<file path="src/rtl/counter_pkg.sv">
// Shared types and constants for the counter sequencer: controller states,
// command opcodes and the limit a freshly reset controller assumes.
package counter_pkg;

  typedef enum logic [1:0] {
    IDLE  = 2'd0,
    RUN   = 2'd1,
    PAUSE = 2'd2,
    DONE  = 2'd3
  } state_t;

  localparam logic [1:0] OP_START  = 2'd0;
  localparam logic [1:0] OP_PAUSE  = 2'd1;
  localparam logic [1:0] OP_RESUME = 2'd2;
  localparam logic [1:0] OP_ABORT  = 2'd3;

  localparam int DEFAULT_LIMIT = 7;

endpackage

</file>
<file path="src/rtl/wrap_counter.sv">
// Wrap-around up-counter 0..limit; advances one step per enabled edge, clr wins over en.
// wrap is decoded from the registered count, so it flags the cycle holding count==limit.
module wrap_counter #(
  parameter int WIDTH = 4
) (
  input  logic             clk,
  input  logic             rst_n,
  input  logic             en,
  input  logic             clr,
  input  logic [WIDTH-1:0] limit,
  output logic [WIDTH-1:0] count,
  output logic             wrap
);

  logic [WIDTH-1:0] count_q, count_d;

  always_comb begin
    count_d = count_q;
    if (clr) begin
      count_d = '0;
    end else if (en) begin
      count_d = (count_q == limit) ? '0 : count_q + WIDTH'(1);
    end
  end

  always_ff @(posedge clk or negedge rst_n) begin
    if (!rst_n) begin
      count_q <= '0;
    end else begin
      count_q <= count_d;
    end
  end

  assign count = count_q;
  assign wrap  = (count_q == limit);

endmodule

</file>
<file path="src/rtl/counter_sequencer.sv">
// Command-driven start/pause/resume/abort controller over a wrap counter; state changes on the
// accepting edge. Registered cmd_ready drops for one cycle after each accept (one command per two cycles).
module counter_sequencer
  import counter_pkg::*;
#(
  parameter int WIDTH = 4,
  parameter int LAP_W = 4
) (
  input  logic             clk,
  input  logic             rst_n,
  input  logic             cmd_valid,
  output logic             cmd_ready,
  input  logic [1:0]       cmd_op,
  input  logic [WIDTH-1:0] cmd_limit,
  input  logic [LAP_W-1:0] cmd_laps,
  output logic [WIDTH-1:0] count,
  output logic             wrap,
  output logic [LAP_W-1:0] lap_cnt,
  output logic             busy,
  output logic             done,
  output logic             cmd_err
);

  state_t           state_q, state_d;
  logic [WIDTH-1:0] limit_q, limit_d;
  logic [LAP_W-1:0] laps_q, laps_d;
  logic [LAP_W-1:0] lap_cnt_q, lap_cnt_d;
  logic             cmd_ready_q, cmd_ready_d;
  logic             cmd_err_q, cmd_err_d;

  logic             accept, illegal, wrap_ev, lap_done;
  logic             cnt_en, cnt_clr, cnt_wrap;
  logic [LAP_W-1:0] lap_inc;
  logic [WIDTH-1:0] cnt_val;

  wrap_counter #(.WIDTH(WIDTH)) u_wrap_counter (
    .clk   (clk),
    .rst_n (rst_n),
    .en    (cnt_en),
    .clr   (cnt_clr),
    .limit (limit_q),
    .count (cnt_val),
    .wrap  (cnt_wrap)
  );

  always_comb begin
    accept      = cmd_valid && cmd_ready_q;
    wrap_ev     = (state_q == RUN) && cnt_wrap;
    lap_inc     = lap_cnt_q + LAP_W'(1);
    lap_done    = wrap_ev && (laps_q != '0) && (lap_inc == laps_q);
    state_d     = state_q;
    limit_d     = limit_q;
    laps_d      = laps_q;
    lap_cnt_d   = lap_cnt_q;
    cnt_en      = (state_q == RUN);
    cnt_clr     = 1'b0;
    illegal     = 1'b0;

    if (wrap_ev && (lap_cnt_q != '1)) begin
      lap_cnt_d = lap_inc;
    end
    if (lap_done) begin
      state_d = DONE;
      cnt_clr = 1'b1;
    end

    // Commands overlay the counting step: ABORT beats everything, lap completion beats PAUSE.
    if (accept) begin
      if ((cmd_op == OP_ABORT) && (state_q != IDLE)) begin
        state_d   = IDLE;
        lap_cnt_d = '0;
        cnt_clr   = 1'b1;
      end else begin
        case (state_q)
          IDLE, DONE: begin
            if (cmd_op == OP_START) begin
              state_d   = RUN;
              limit_d   = cmd_limit;
              laps_d    = cmd_laps;
              lap_cnt_d = '0;
              cnt_clr   = 1'b1;
            end else begin
              illegal = 1'b1;
            end
          end
          RUN: begin
            // RESUME while already running is treated as illegal, like START.
            if (cmd_op == OP_PAUSE) begin
              if (!lap_done) state_d = PAUSE;
            end else begin
              illegal = 1'b1;
            end
          end
          PAUSE: begin
            if (cmd_op == OP_RESUME) begin
              state_d = RUN;
            end else begin
              illegal = 1'b1;
            end
          end
          default: illegal = 1'b1;
        endcase
      end
    end

    cmd_ready_d = !accept;
    cmd_err_d   = illegal;
  end

  always_ff @(posedge clk or negedge rst_n) begin
    if (!rst_n) begin
      state_q     <= IDLE;
      limit_q     <= WIDTH'(DEFAULT_LIMIT);
      laps_q      <= '0;
      lap_cnt_q   <= '0;
      cmd_ready_q <= 1'b1;
      cmd_err_q   <= 1'b0;
    end else begin
      state_q     <= state_d;
      limit_q     <= limit_d;
      laps_q      <= laps_d;
      lap_cnt_q   <= lap_cnt_d;
      cmd_ready_q <= cmd_ready_d;
      cmd_err_q   <= cmd_err_d;
    end
  end

  assign count     = cnt_val;
  assign wrap      = wrap_ev;
  assign lap_cnt   = lap_cnt_q;
  assign busy      = (state_q == RUN) || (state_q == PAUSE);
  assign done      = (state_q == DONE);
  assign cmd_ready = cmd_ready_q;
  assign cmd_err   = cmd_err_q;

endmodule

</file>
<file path="config.mk">
export PLATFORM = sky130hd
export DESIGN_NAME = counter_sequencer
export DESIGN_NICKNAME = d
export VERILOG_FILES = /design/src/rtl/counter_pkg.sv /design/src/rtl/wrap_counter.sv /design/src/rtl/counter_sequencer.sv
export SDC_FILE = /design/constraint.sdc
export NUM_CORES = 1
export LEC_CHECK = 0
export CORE_MARGIN = 2
export CORE_UTILIZATION = 40
export DETAILED_ROUTE_END_ITERATION = 10
export DONT_BUFFER_PORTS = 1
export SLEW_MARGIN = 10
export SYNTH_ARGS = -nofsm -noshare
export SYNTH_HDL_FRONTEND = slang
export SYNTH_SLANG_ARGS = --single-unit
</file>
<file path="constraint.sdc">
create_clock -name clk -period 2.35 [get_ports clk]
set_input_delay 0.235 -clock clk [delete_from_list [all_inputs] [get_ports clk]]
set_output_delay 0.235 -clock clk [all_outputs]
set_load 0.005 [all_outputs]
</file>
==> impl_table.tex, run 1 <==
\begin{tabular}{lr}
\hline
Metric & Value \\
\hline
\multicolumn{2}{l}{\textbf{Outcome}} \\
\quad Status & completed \\
\multicolumn{2}{l}{\textbf{Finish}} \\
\quad Synthesis-to-finish area growth & 7.15\% \\
\quad Area of the multi-input gates & 688 µm² \\
\quad Antenna diode count & 0 \\
\quad Final core utilization & 0.441 \\
\quad Share of layout cells above drive strength 1 & 0.155 \\
\quad Nets & 136 \\
\quad Final-layout fill cell count & 285 \\
\quad Number of non-filler instances in the completed layout & 149 \\
\quad Sequential cell area in the final layout & 505 µm² \\
\multicolumn{2}{l}{\textbf{Clock network}} \\
\quad CTS tree & done \\
\quad CTS H-Tree Depth & 1 \\
\quad Root Buffer Master & sky130\_fd\_sc\_hd\_\_clkbuf\_4 \\
\quad Gates resized, CTS repair & 0 \\
\quad Clock sinks & 20 \\
\quad Maximum root-to-sink buffer count & 2 \\
\quad Worst-skew pair later-pin latency & 0.31 ns \\
\quad Clock-pin transition on the worst setup and hold timing paths & 0.13 ns \\
\quad Number of buffers created by CTS & 3 \\
\multicolumn{2}{l}{\textbf{Power and ir drop}} \\
\quad Highest ir drop seen on vdd & 449 µV \\
\quad Power density over the cells & 1290 nW/µm² \\
\quad Sequential share of power & 0.389 \\
\quad Static Leakage & 0.587 nW \\
\quad Cell Int Power & 1.06 mW \\
\quad Sw Pwr & 0.635 mW \\
\quad Share of power burned in the clock network & 0.170 \\
\quad Sw frac & 0.376 \\
\quad Logic pwr share & 0.440 \\
\multicolumn{2}{l}{\textbf{Logic synthesis}} \\
\quad Synth async-reset ratio & 1.00 \\
\quad Post-synthesis instance total & 114 \\
\quad Number of synthesized flops with an enable pin & 0 \\
\quad Mean Syn Cell Area & 10.7 µm² \\
\quad Seq/Total Area, Yosys & 0.413 \\
\quad Area of the mapped netlist & 1220 µm² \\
\quad Share of Yosys cell area claimed by the top area cell type & 0.327 \\
\quad Flip-flop and latch count after synthesis & 20 \\
\quad Post-synth top area cell & sky130\_fd\_sc\_hd\_\_dfrtp\_1 \\
\quad Syn nets & 133 \\
\quad Leading cell type by number of instances after synthesis & sky130\_fd\_sc\_hd\_\_dfrtp\_1 \\
\quad Synthesis Warnings & 0 \\
\quad Leading cell types by total area after synthesis & sky130\_fd\_sc\_hd\_\_dfrtp\_1 33\%, sky130\_fd\_sc\_hd\_\_mux2\_4 9.8\%, sky130\_fd\_sc\_hd\_\_dfstp\_2 8.6\% \\
\quad Synth cell count leaders & 16 x sky130\_fd\_sc\_hd\_\_dfrtp\_1, 9 x sky130\_fd\_sc\_hd\_\_xor2\_1, 8 x sky130\_fd\_sc\_hd\_\_mux2\_4 \\
\quad Number of distinct library cell variants in the gate-level netlist after synthesis & 39 \\
\quad Prevailing post-synth register cell & sky130\_fd\_sc\_hd\_\_dfrtp\_1 \\
\multicolumn{2}{l}{\textbf{STA}} \\
\quad Slew headroom & 0.410 \\
\quad Setup TNS after final layout & 0 ns \\
\quad Final worst-path setup slack & 0.278 ns \\
\quad Slew at the pin with the worst max-slew slack & 0.882 ns \\
\quad Final Max Tran Viols & 0 \\
\quad Count of endpoints failing setup in the final report & 0 \\
\quad Fin Hold WS & 0.0563 ns \\
\quad Final critical-path share of the clock period & 0.882 \\
\quad Worst Clk Skew & 0.0108 ns \\
\quad Minimum clock period & 2.07 ns \\
\quad Setup repair after global routing missed its margin & no \\
\quad Final Hold Violating Endpoints & 0 \\
\quad F\_max & 0.483 GHz \\
\multicolumn{2}{l}{\textbf{GRT}} \\
\quad Antenna violations before repair & 0 \\
\quad Total routing usage reported by global routing & 0.148 \\
\quad Grt ovf & 0 \\
\quad Wire length of the first global-routing pass & 3.88 mm \\
\quad Number of global-route vias before repair & 837 \\
\quad Maximum number of pins on one net before global-route repair & 21 \\
\multicolumn{2}{l}{\textbf{Place}} \\
\quad Post-DP HPWL & 1.70 mm \\
\quad Number of buffers added on ports & 0 \\
\quad Placed cell count & 144 \\
\quad Worst slack at placement & 0.287 ns \\
\quad GPL Wtd Cong & 0.822 \\
\multicolumn{2}{l}{\textbf{Detailed routing}} \\
\quad Detailed route wirelength on metal3 & 123 µm \\
\quad Antenna-violating nets left & 0 \\
\quad DR pass1 iterations & 4 \\
\quad Routed vias/inst & 5.85 \\
\quad Routed length on met1 & 1.05 mm \\
\quad Uppermost signal routing layer after detailed routing & met4 \\
\quad Average wire length per cell after detail routing & 15.6 µm \\
\quad 1st-iter DRT viols & 15 \\
\quad Metal2 WL & 1.10 mm \\
\quad Detailed-route via count & 872 \\
\quad Detailed-route DRC error count & 0 \\
\quad DRT Wirelength & 2.33 mm \\
\multicolumn{2}{l}{\textbf{Worst setup path}} \\
\quad CP max FO & 8 \\
\quad Buffers and inverters on the worst path & 1 \\
\quad Type of origin of the critical path & flip-flop \\
\quad Critical path type & reg -> reg \\
\quad Ordered list of cells on the worst path & inv\_1 > ha\_1 > or2\_1 > or3\_1 > mux2\_4 \\
\quad Critical Path AT & 2.29 ns \\
\quad Beginning of the worst register-to-register path & state\_q[0] \\
\quad Number of cells traversed by the worst register-to-register path & 5 \\
\quad Worst reg-to-reg setup slack & 0.28 ns \\
\quad Delay of the slowest cell on the worst path & 0.55 ns \\
\quad Slowest stage cell on the critical path & sky130\_fd\_sc\_hd\_\_or3\_1 \\
\quad Capturing point of the worst reg2reg path & laps\_q[2] \\
\quad Kind of capture point of the worst setup path & flip-flop \\
\quad Data required time at the worst endpoint & 2.56 ns \\
\quad Kind of cell with the highest combined delay on the critical path & simple AND/OR/NAND/NOR gates \\
\multicolumn{2}{l}{\textbf{Floorplan}} \\
\quad Starting density of the core & 0.411 \\
\quad Row cnt & 20 \\
\quad Ports & 26 \\
\quad Total Die Area & 3520 µm² \\
\quad Die boundary height & 59.3 µm \\
\quad Placeable Area & 2980 µm² \\
\quad Die width & 59.3 µm \\
\multicolumn{2}{l}{\textbf{Min path}} \\
\quad Worst hold stages & 1 \\
\quad Type of the most critical hold path & in -> reg \\
\quad Hold-critical path endpoint & laps\_q[3] \\
\quad Start point of the worst min-delay path & cmd\_laps[3] \\
\multicolumn{2}{l}{\textbf{Job}} \\
\quad Max-capacitance violation count & 0 \\
\hline
\end{tabular}
## power by group through the flow
stage               Clock [mW]  Combinational [mW]  Sequential, mW
floorplan                    0               0.639           0.621
detailed placement           0               0.742           0.670
global placement             0               0.719           0.664
global route             0.312               0.848           0.683
finish                   0.288               0.744           0.658
CTS                      0.293               0.752           0.662
## cell usage in the layout (no fill, tap or decap), types with 2 or more instances in the layout
cell type,instances
sky130_fd_sc_hd__inv_1,2
sky130_fd_sc_hd__o21bai_1,2
sky130_fd_sc_hd__ha_1,6
sky130_fd_sc_hd__nand2b_1,5
sky130_fd_sc_hd__o211ai_1,2
sky130_fd_sc_hd__a21oi_1,5
sky130_fd_sc_hd__nand4_1,2
sky130_fd_sc_hd__nand3_1,3
sky130_fd_sc_hd__xnor2_1,3
sky130_fd_sc_hd__dfrtp_1,16
sky130_fd_sc_hd__clkbuf_4,3
sky130_fd_sc_hd__nand3b_1,3
sky130_fd_sc_hd__nor2_1,4
sky130_fd_sc_hd__and3_1,2
sky130_fd_sc_hd__nand2_1,7
sky130_fd_sc_hd__a31oi_1,3
sky130_fd_sc_hd__mux2i_1,2
sky130_fd_sc_hd__xor2_1,9
sky130_fd_sc_hd__dfstp_2,4
sky130_fd_sc_hd__nor3_1,5
sky130_fd_sc_hd__nor2b_1,2
sky130_fd_sc_hd__mux2_4,8
## per-layer routing
layer | up-vias | GRT usage
li1 | 415 | -
met1 | 430 | 0.184
met2 | 22 | 0.239
met3 | 5 | 0.0393
met4 | 0 | 0.0682
met5 | - | 0
## cell families after synthesis
| kind of cell | after synthesis | synth area share |
|---|---|---|
| flops | 20 | 0.413 |
| simple gates | 41 | 0.200 |
| mux | 10 | 0.114 |
| buf+inv | 6 | 0.0255 |
| xor+xnor | 12 | 0.0858 |
| compound gates | 19 | 0.100 |
| fa+ha+maj | 6 | 0.0613 |
## worst max path at each step
stage	slack [ns]	to	cells past startpoint	from
final	0.28	laps_q[2]	5	state_q[0]
after global routing	0.18	laps_q[2]	5	state_q[0]
after CTS	0.27	laps_q[2]	5	state_q[0]
after detailed placement	0.29	laps_q[2]	5	state_q[0]
after global placement	0.32	laps_q[1]	5	state_q[0]
after floorplan	0.41	laps_q[0]	6	state_q[0]
## flip-flops by register name, summed over array words and instances, names as in the netlist
name	cells
lap_cnt	4
cmd_err	1
u_wrap_counter.count	4
state_q	2
laps_q	4
cmd_ready	1
limit_q	4
## worst reg2reg max path: stages (launching register included)
cell	delay, ns
sky130_fd_sc_hd__dfrtp_1	0.45
sky130_fd_sc_hd__inv_1	0.09
sky130_fd_sc_hd__ha_1	0.30
sky130_fd_sc_hd__or2_1	0.22
sky130_fd_sc_hd__or3_1	0.55
sky130_fd_sc_hd__mux2_4	0.38
## area by class of cell
class | count | area share
Sequential cell | 20 | 0.385
Inverter | 2 | 0.00572
Multi-Input combinational cell | 88 | 0.524
Timing Repair Buffer | 2 | 0.0133
Tap cell | 33 | 0.0315
Clock buffer | 3 | 0.0172
Clock inverter | 1 | 0.0229
## timing repair
action                                  in CTS  in global routing
setup buffers                                0                  0
hold endpoints to repair                    20                  0
endpoints found under the setup margin       0                  0
hold buffers                                 1                  0
## stage by stage
stage,area [µm²],total power [mW]
5_1_grt,1310,1.84
3_3_place_gp,1250,1.38
4_1_cts,1310,1.71
2_1_floorplan,1220,1.26
3_5_place_dp,1250,1.41
6_report,1310,1.69
(Power assumes the default switching activity.)
==> run 2, diff against run 1 <==
--- a/config.mk
+++ b/config.mk
@@ -5,6 +5,7 @@
 export SDC_FILE = /design/constraint.sdc
 export NUM_CORES = 1
 export LEC_CHECK = 0
+export ABC_AREA = 1
 export CORE_MARGIN = 2
 export CORE_UTILIZATION = 40
 export DETAILED_ROUTE_END_ITERATION = 10
==> run 2 against run 1 <==
Compared with the run above: core utilization fell by 0.37 points; wire length rose by 3.6%; synthesized cell count rose by 43%; largest cell class unchanged; die area rose by 0.95%; critical endpoint is now lap_cnt[3]; via count rose by 12%; clock power fell by 42%; final cell count rose by 34%; sequential power fell by 6.8%.
==> impl_table.tex, run 2 <==
\begin{tabular}{lr}
\hline
Metric & Value \\
\hline
\multicolumn{2}{l}{\textbf{Outcome}} \\
\quad Status & completed \\
\multicolumn{2}{l}{\textbf{Logic synthesis}} \\
\quad Syn nets & 182 \\
\quad Area of the mapped netlist & 1240 µm² \\
\quad Flip-flop and latch count after synthesis & 20 \\
\quad Share of Yosys cell area claimed by the top area cell type & 0.324 \\
\quad Synthesis Warnings & 0 \\
\quad Synth cell count leaders & 46 x sky130\_fd\_sc\_hd\_\_nand2\_1, 23 x sky130\_fd\_sc\_hd\_\_inv\_1, 16 x sky130\_fd\_sc\_hd\_\_dfrtp\_1 \\
\quad Post-synth top area cell & sky130\_fd\_sc\_hd\_\_dfrtp\_1 \\
\quad Basic-gate share of the synthesized area counting and, or, nand and nor cells & 0.317 \\
\quad Mean Syn Cell Area & 7.59 µm² \\
\quad Synth Area in Adders & 0.0607 \\
\quad Number of distinct library cell variants in the gate-level netlist after synthesis & 27 \\
\quad Xor and xnor area share after synthesis & 0.0283 \\
\quad Seq/Total Area, Yosys & 0.408 \\
\quad Number of synthesized flops with an enable pin & 0 \\
\quad Post-synthesis instance total & 163 \\
\quad Leading cell types by total area after synthesis & sky130\_fd\_sc\_hd\_\_dfrtp\_1 32\%, sky130\_fd\_sc\_hd\_\_nand2\_1 14\%, sky130\_fd\_sc\_hd\_\_dfstp\_2 8.5\% \\
\quad Prevailing post-synth register cell & sky130\_fd\_sc\_hd\_\_dfrtp\_1 \\
\quad Dominant combinational cell family by area after synthesis & simple AND/OR/NAND/NOR gates \\
\quad Compound-cell area share of the yosys netlist & 0.0920 \\
\quad Leading cell type by number of instances after synthesis & sky130\_fd\_sc\_hd\_\_nand2\_1 \\
\quad Mux contribution to synthesized area & 0 \\
\quad Synth async-reset ratio & 1.00 \\
\multicolumn{2}{l}{\textbf{Detailed routing}} \\
\quad Detailed-route DRC error count & 0 \\
\quad DR pass1 iterations & 4 \\
\quad Average wire length per cell after detail routing & 12.1 µm \\
\quad Detailed-route via count & 977 \\
\quad DRT Wirelength & 2.41 mm \\
\quad Routed vias/inst & 4.89 \\
\quad 1st-iter DRT viols & 37 \\
\quad Antenna-violating nets left & 0 \\
\multicolumn{2}{l}{\textbf{Power and ir drop}} \\
\quad Power density over the cells & 1100 nW/µm² \\
\quad Sw frac & 0.441 \\
\quad Share of power burned in the clock network & 0.115 \\
\quad Sw Pwr & 0.636 mW \\
\quad Logic pwr share & 0.460 \\
\quad Highest ir drop seen on vdd & 372 µV \\
\quad Cell Int Power & 0.805 mW \\
\quad Static Leakage & 0.658 nW \\
\quad Sequential share of power & 0.425 \\
\multicolumn{2}{l}{\textbf{Finish}} \\
\quad Most common library cell in the layout ignoring fill and taps & sky130\_fd\_sc\_hd\_\_nand2\_1 \\
\quad Synthesis-to-finish area growth & 6.07\% \\
\quad Share of layout cells above drive strength 1 & 0.138 \\
\quad Nets & 187 \\
\quad Most used cells in the layout excluding fill and tap cells & 46 x sky130\_fd\_sc\_hd\_\_nand2\_1, 23 x sky130\_fd\_sc\_hd\_\_inv\_1, 16 x sky130\_fd\_sc\_hd\_\_dfrtp\_1 \\
\quad Antenna diode count & 0 \\
\multicolumn{2}{l}{\textbf{Worst setup path}} \\
\quad Data required time at the worst endpoint & 2.55 ns \\
\quad Ordered list of cells on the worst path & inv\_1 > ha\_1 > inv\_1 > a21oi\_2 > inv\_2 > nand2\_1 > inv\_2 > a211oi\_1 \\
\quad CP max FO & 7 \\
\quad Kind of cell with the highest combined delay on the critical path & adder cells \\
\quad Slowest stage cell on the critical path & sky130\_fd\_sc\_hd\_\_ha\_1 \\
\quad Critical path type & reg -> reg \\
\quad Kind of capture point of the worst setup path & flip-flop \\
\quad Critical Path AT & 2.02 ns \\
\quad Type of origin of the critical path & flip-flop \\
\quad Delay of the slowest cell on the worst path & 0.46 ns \\
\quad Buffers and inverters on the worst path & 4 \\
\multicolumn{2}{l}{\textbf{Place}} \\
\quad GPL Wtd Cong & 0.857 \\
\quad Number of buffers added on ports & 0 \\
\quad Post-DP HPWL & 1.92 mm \\
\quad Worst slack at placement & 0.547 ns \\
\multicolumn{2}{l}{\textbf{STA}} \\
\quad Setup TNS after final layout & 0 ns \\
\quad Slew at the pin with the worst max-slew slack & 0.938 ns \\
\quad Slew headroom & 0.372 \\
\quad Final Hold Violating Endpoints & 0 \\
\quad Setup repair after global routing missed its margin & no \\
\quad Final Max Tran Viols & 0 \\
\quad Count of endpoints failing setup in the final report & 0 \\
\quad Final critical-path share of the clock period & 0.772 \\
\quad Final worst-path setup slack & 0.536 ns \\
\quad Fin Hold WS & 0.0355 ns \\
\quad F\_max & 0.551 GHz \\
\quad Worst Clk Skew & 0.0111 ns \\
\quad Minimum clock period & 1.81 ns \\
\multicolumn{2}{l}{\textbf{GRT}} \\
\quad Total routing usage reported by global routing & 0.154 \\
\quad Maximum number of pins on one net before global-route repair & 21 \\
\quad Antenna violations before repair & 0 \\
\quad Grt ovf & 0 \\
\quad Number of global-route vias before repair & 954 \\
\quad Wire length of the first global-routing pass & 4.08 mm \\
\multicolumn{2}{l}{\textbf{Clock network}} \\
\quad Number of buffers created by CTS & 3 \\
\quad Clock sinks & 20 \\
\quad CTS tree & done \\
\quad Maximum root-to-sink buffer count & 2 \\
\quad CTS H-Tree Depth & 1 \\
\quad Worst-skew pair later-pin latency & 0.30 ns \\
\quad Gates resized, CTS repair & 0 \\
\quad Clock-pin transition on the worst setup and hold timing paths & 0.11 ns \\
\quad Root Buffer Master & sky130\_fd\_sc\_hd\_\_clkbuf\_4 \\
\multicolumn{2}{l}{\textbf{Min path}} \\
\quad Type of the most critical hold path & in -> reg \\
\multicolumn{2}{l}{\textbf{Floorplan}} \\
\quad Row cnt & 20 \\
\quad Die width & 59.6 µm \\
\quad Die boundary height & 59.6 µm \\
\quad Ports & 26 \\
\quad Starting density of the core & 0.412 \\
\quad Placeable Area & 3000 µm² \\
\quad Total Die Area & 3550 µm² \\
\multicolumn{2}{l}{\textbf{Job}} \\
\quad Max-capacitance violation count & 0 \\
\hline
\end{tabular}
-- run 2: cells by family (layout without fill, tap and decap cells) --
group	count (synthesis)	count (layout)
adders and majority gates	6	6
AOI/OAI and AO/OA	20	20
DFF	20	20
xor gates and xnor gates	4	4
buffers and inverters	30	34
and+or+nand+nor	83	83
-- run 2: worst reg2reg max path, cell delays in order, from the launching register on --
cell                       delay (ns)
sky130_fd_sc_hd__dfrtp_1         0.42
sky130_fd_sc_hd__inv_1           0.11
sky130_fd_sc_hd__ha_1            0.46
sky130_fd_sc_hd__inv_1           0.09
sky130_fd_sc_hd__a21oi_2         0.16
sky130_fd_sc_hd__inv_2           0.05
sky130_fd_sc_hd__nand2_1         0.11
sky130_fd_sc_hd__inv_2           0.07
sky130_fd_sc_hd__a211oi_1        0.26
-- run 2: worst paths after layout --
| kind | cells past startpoint | endpoint | startpoint | slack [ns] |
|---|---|---|---|---|
| max | 8 | lap_cnt[3] | state_q[0] | 0.54 |
| min | 2 | limit_q[0] | cmd_limit[0] | 0.04 |
| max reg2reg | 8 | lap_cnt[3] | state_q[0] | 0.54 |
| min reg2reg | 2 | limit_q[0] | limit_q[0] | 0.51 |
| max in group asynchronous | 1 | u_wrap_counter.count[2] | rst_n | 1.26 |
| min in group asynchronous | 1 | laps_q[1] | rst_n | 0.51 |
-- run 2: timing repair --
| item | CTS | global route |
|---|---|---|
| hold endpoints to repair | 20 | 0 |
| setup buffers | 0 | 0 |
| hold buffers | 1 | 0 |
-- run 2: power by group through the flow --
| stage | logic [mW] | clock network [mW] | registers (mW) |
|---|---|---|---|
| 5_1_grt | 0.770 | 0.191 | 0.642 |
| 2_1_floorplan | 0.556 | 0 | 0.594 |
| 3_3_place_gp | 0.644 | 0 | 0.622 |
| 3_5_place_dp | 0.659 | 0 | 0.625 |
| 6_report | 0.663 | 0.166 | 0.613 |
| 4_1_cts | 0.671 | 0.173 | 0.617 |
-- run 2: routing by layer --
layer	up-vias	track usage	wire [µm]
li1	521	-	-
met4	0	0.0571	37
met1	432	0.199	1170
met2	20	0.250	1080
met3	4	0.0371	127
met5	-	0	0
-- run 2: cell type report --
| class | instances | area [µm²] |
|---|---|---|
| Inverter | 28 | 105 |
| Tap cell | 33 | 41.3 |
| Multi-Input combinational cell | 113 | 617 |
| Clock buffer | 4 | 26.3 |
| Sequential cell | 20 | 505 |
| Timing Repair Buffer | 2 | 17.5 |
| Fill cell | 315 | 1690 |
-- run 2: per-stage QoR --
stage	std cells	utilization	cell area [µm²]	power, mW
finish	200	0.437	1310	1.44
detailed placement	195	0.425	1280	1.28
global route	200	0.437	1310	1.60
floorplan	163	-	1240	1.15
global placement	195	0.425	1280	1.27
CTS	200	0.437	1310	1.46
==> run 3, diff against run 2 <==
--- a/config.mk
+++ b/config.mk
@@ -5,7 +5,7 @@
 export SDC_FILE = /design/constraint.sdc
 export NUM_CORES = 1
 export LEC_CHECK = 0
-export ABC_AREA = 1
+export ABC_AREA = 0
 export CORE_MARGIN = 2
 export CORE_UTILIZATION = 40
 export DETAILED_ROUTE_END_ITERATION = 10
==> constraint.sdc (replaced) <==
create_clock -name clk -period 1.7 [get_ports clk]
set_input_delay 0.17 -clock clk [delete_from_list [all_inputs] [get_ports clk]]
set_output_delay 0.17 -clock clk [all_outputs]
set_load 0.005 [all_outputs]
==> run 3 against run 2 <==
Compared with the run above: the flow now finishes with violations (negative setup slack); count of clock-buffer cells in the layout is 1 lower; wire length is 8.2% higher; cell area rose by 18%; critical path depth down 2; largest power group unchanged; die area shrank 0.94%; setup slack got worse by 0.63 ns; first-iteration DRC count fell by 46%; highest routed layer unchanged; worst hold slack improved by 0.038 ns; power increased by 84%; via count down 4.6%.
==> impl_table.tex, run 3 (same netlist as run 1, synthesis figures left out) <==
\begin{tabular}{lr}
\hline
Metric & Value \\
\hline
\multicolumn{2}{l}{\textbf{Place}} \\
\quad Placed cell area & 1360 µm² \\
\quad Number of buffers added on ports & 0 \\
\quad GPL Wtd Cong & 0.850 \\
\quad Placed cell count & 157 \\
\quad Post-DP HPWL & 1.91 mm \\
\multicolumn{2}{l}{\textbf{Power and ir drop}} \\
\quad Highest ir drop seen on vdd & 815 µV \\
\quad Cell Int Power & 1.67 mW \\
\quad Sequential share of power & 0.331 \\
\quad Power density over the cells & 1700 nW/µm² \\
\quad Sw frac & 0.368 \\
\quad Share of power burned in the clock network & 0.147 \\
\quad Static Leakage & 0.705 nW \\
\quad Sw Pwr & 0.975 mW \\
\quad Logic pwr share & 0.523 \\
\multicolumn{2}{l}{\textbf{Finish}} \\
\quad Most used cells in the layout excluding fill and tap cells & 16 x sky130\_fd\_sc\_hd\_\_dfrtp\_1, 16 x sky130\_fd\_sc\_hd\_\_buf\_4, 9 x sky130\_fd\_sc\_hd\_\_dlygate4sd3\_1 \\
\quad Synthesis-to-finish area growth & 26.9\% \\
\quad Final core utilization & 0.522 \\
\quad Post-route cell area & 1550 µm² \\
\quad Antenna diode count & 0 \\
\quad Number of non-filler instances in the completed layout & 173 \\
\quad Share of layout cells above drive strength 1 & 0.300 \\
\quad Nets & 160 \\
\multicolumn{2}{l}{\textbf{Outcome}} \\
\quad Status & finished, violations left \\
\quad Violated checks & negative setup slack \\
\multicolumn{2}{l}{\textbf{Worst setup path}} \\
\quad Kind of capture point of the worst setup path & flip-flop \\
\quad Critical Path AT & 1.98 ns \\
\quad Data required time at the worst endpoint & 1.89 ns \\
\quad Buffers and inverters on the worst path & 2 \\
\quad Slowest stage cell on the critical path & sky130\_fd\_sc\_hd\_\_dfrtp\_1 \\
\quad CP max FO & 8 \\
\quad Critical path type & reg -> reg \\
\quad Kind of cell with the highest combined delay on the critical path & simple AND/OR/NAND/NOR gates \\
\quad Type of origin of the critical path & flip-flop \\
\quad Delay of the slowest cell on the worst path & 0.40 ns \\
\quad Ordered list of cells on the worst path & inv\_2 > ha\_4 > or2\_1 > or3\_1 > buf\_6 > mux2\_4 \\
\multicolumn{2}{l}{\textbf{STA}} \\
\quad Count of endpoints failing setup in the final report & 9 \\
\quad F\_max & 0.559 GHz \\
\quad Fin Hold WS & 0.0730 ns \\
\quad Setup repair after global routing missed its margin & yes \\
\quad Final Hold Violating Endpoints & 0 \\
\quad Minimum clock period & 1.79 ns \\
\quad Worst Clk Skew & 0.00941 ns \\
\quad Final critical-path share of the clock period & 1.05 \\
\quad Slew at the pin with the worst max-slew slack & 0.897 ns \\
\quad Final worst-path setup slack & -0.0888 ns \\
\quad Final Max Tran Viols & 0 \\
\quad Slew headroom & 0.400 \\
\quad Setup TNS after final layout & -0.513 ns \\
\multicolumn{2}{l}{\textbf{Job}} \\
\quad Max-capacitance violation count & 0 \\
\multicolumn{2}{l}{\textbf{Detailed routing}} \\
\quad 1st-iter DRT viols & 20 \\
\quad Antenna-violating nets left & 0 \\
\quad DRT Wirelength & 2.61 mm \\
\quad Detailed-route DRC error count & 0 \\
\quad Routed vias/inst & 5.39 \\
\quad Average wire length per cell after detail routing & 15.1 µm \\
\quad Detailed-route via count & 932 \\
\quad DR pass1 iterations & 4 \\
\multicolumn{2}{l}{\textbf{GRT}} \\
\quad Wire length of the first global-routing pass & 4.47 mm \\
\quad Maximum number of pins on one net before global-route repair & 21 \\
\quad Antenna violations before repair & 0 \\
\quad Number of global-route vias before repair & 933 \\
\quad Total routing usage reported by global routing & 0.169 \\
\quad Grt ovf & 0 \\
\multicolumn{2}{l}{\textbf{Clock network}} \\
\quad Clock sinks & 20 \\
\quad Number of buffers created by CTS & 3 \\
\quad Root Buffer Master & sky130\_fd\_sc\_hd\_\_clkbuf\_4 \\
\quad CTS H-Tree Depth & 1 \\
\quad Worst-skew pair later-pin latency & 0.31 ns \\
\quad Clock-pin transition on the worst setup and hold timing paths & 0.12 ns \\
\quad CTS tree & done \\
\quad Maximum root-to-sink buffer count & 2 \\
\multicolumn{2}{l}{\textbf{Floorplan}} \\
\quad Ports & 26 \\
\quad Placeable Area & 2980 µm² \\
\quad Die width & 59.3 µm \\
\quad Die boundary height & 59.3 µm \\
\quad Starting density of the core & 0.411 \\
\quad Total Die Area & 3520 µm² \\
\quad Row cnt & 20 \\
\multicolumn{2}{l}{\textbf{Min path}} \\
\quad Type of the most critical hold path & in -> reg \\
\hline
\end{tabular}
## run 3: cell count changes in the layout (fill, tap and decap cells not counted), sizes merged, moves of 10 or more
| cell | previous run | this run |
|---|---|---|
| buf | 1 | 17 |
| nor2 | 18 | 4 |
| o21ai | 12 | 2 |
| inv | 28 | 2 |
| nand2 | 48 | 7 |
## run 3: final cells by class
type	count	area (µm²)
multi-input cells	88	726
clock inverters	1	30.0
well taps	33	41.3
repair buffers	26	221
inverters	2	7.51
flip-flops and latches	20	505
clock buffers	3	22.5
fillers	261	1420
## run 3: power groups by stage
stage	registers [mW]	logic [mW]	clock network, mW
finish	0.876	1.38	0.388
global route	0.905	1.56	0.422
global placement	0.871	1.21	0
floorplan	0.863	0.921	0
detailed placement	0.882	1.26	0
CTS	0.870	1.32	0.399
## run 3: final timing paths
| kind | endpoint | cells after the start | from | slack (ns) |
|---|---|---|---|---|
| worst max-delay path | laps_q[0] | 6 | state_q[1] | -0.09 |
| worst min-delay path | cmd_err | 2 | cmd_op[1] | 0.07 |
| worst max register to register | laps_q[0] | 6 | state_q[1] | -0.09 |
| worst min register to register | laps_q[1] | 1 | laps_q[1] | 0.55 |
| max in group asynchronous | lap_cnt[1] | 1 | rst_n | 0.72 |
| min in group asynchronous | cmd_err | 1 | rst_n | 0.42 |
## run 3: stage by stage
step	power, mW	setup WS (ns)
2_1_floorplan	1.78	-0.0968
3_3_place_gp	2.08	-0.0726
3_5_place_dp	2.14	-0.108
4_1_cts	2.59	-0.0960
5_1_grt	2.89	-0.154
6_report	2.65	-0.0888
## run 3: repair_timing
action / CTS / global route
pin swaps: 1 / 3
hold endpoints to repair: 25 / 3
endpoints found under the setup margin: 9 / 14
buffers inserted: 1 / 2
gates resized for setup: 3 / 5
hold buffers: 6 / 3
## run 3: routing by layer
layer | part of all wire | up-vias | track usage
li1 | - | 466 | -
met1 | 0.43 | 439 | 0.221
met5 | 0 | - | 0
met2 | 0.50 | 23 | 0.270
met4 | 0.010 | 0 | 0.0487
met3 | 0.054 | 4 | 0.0480
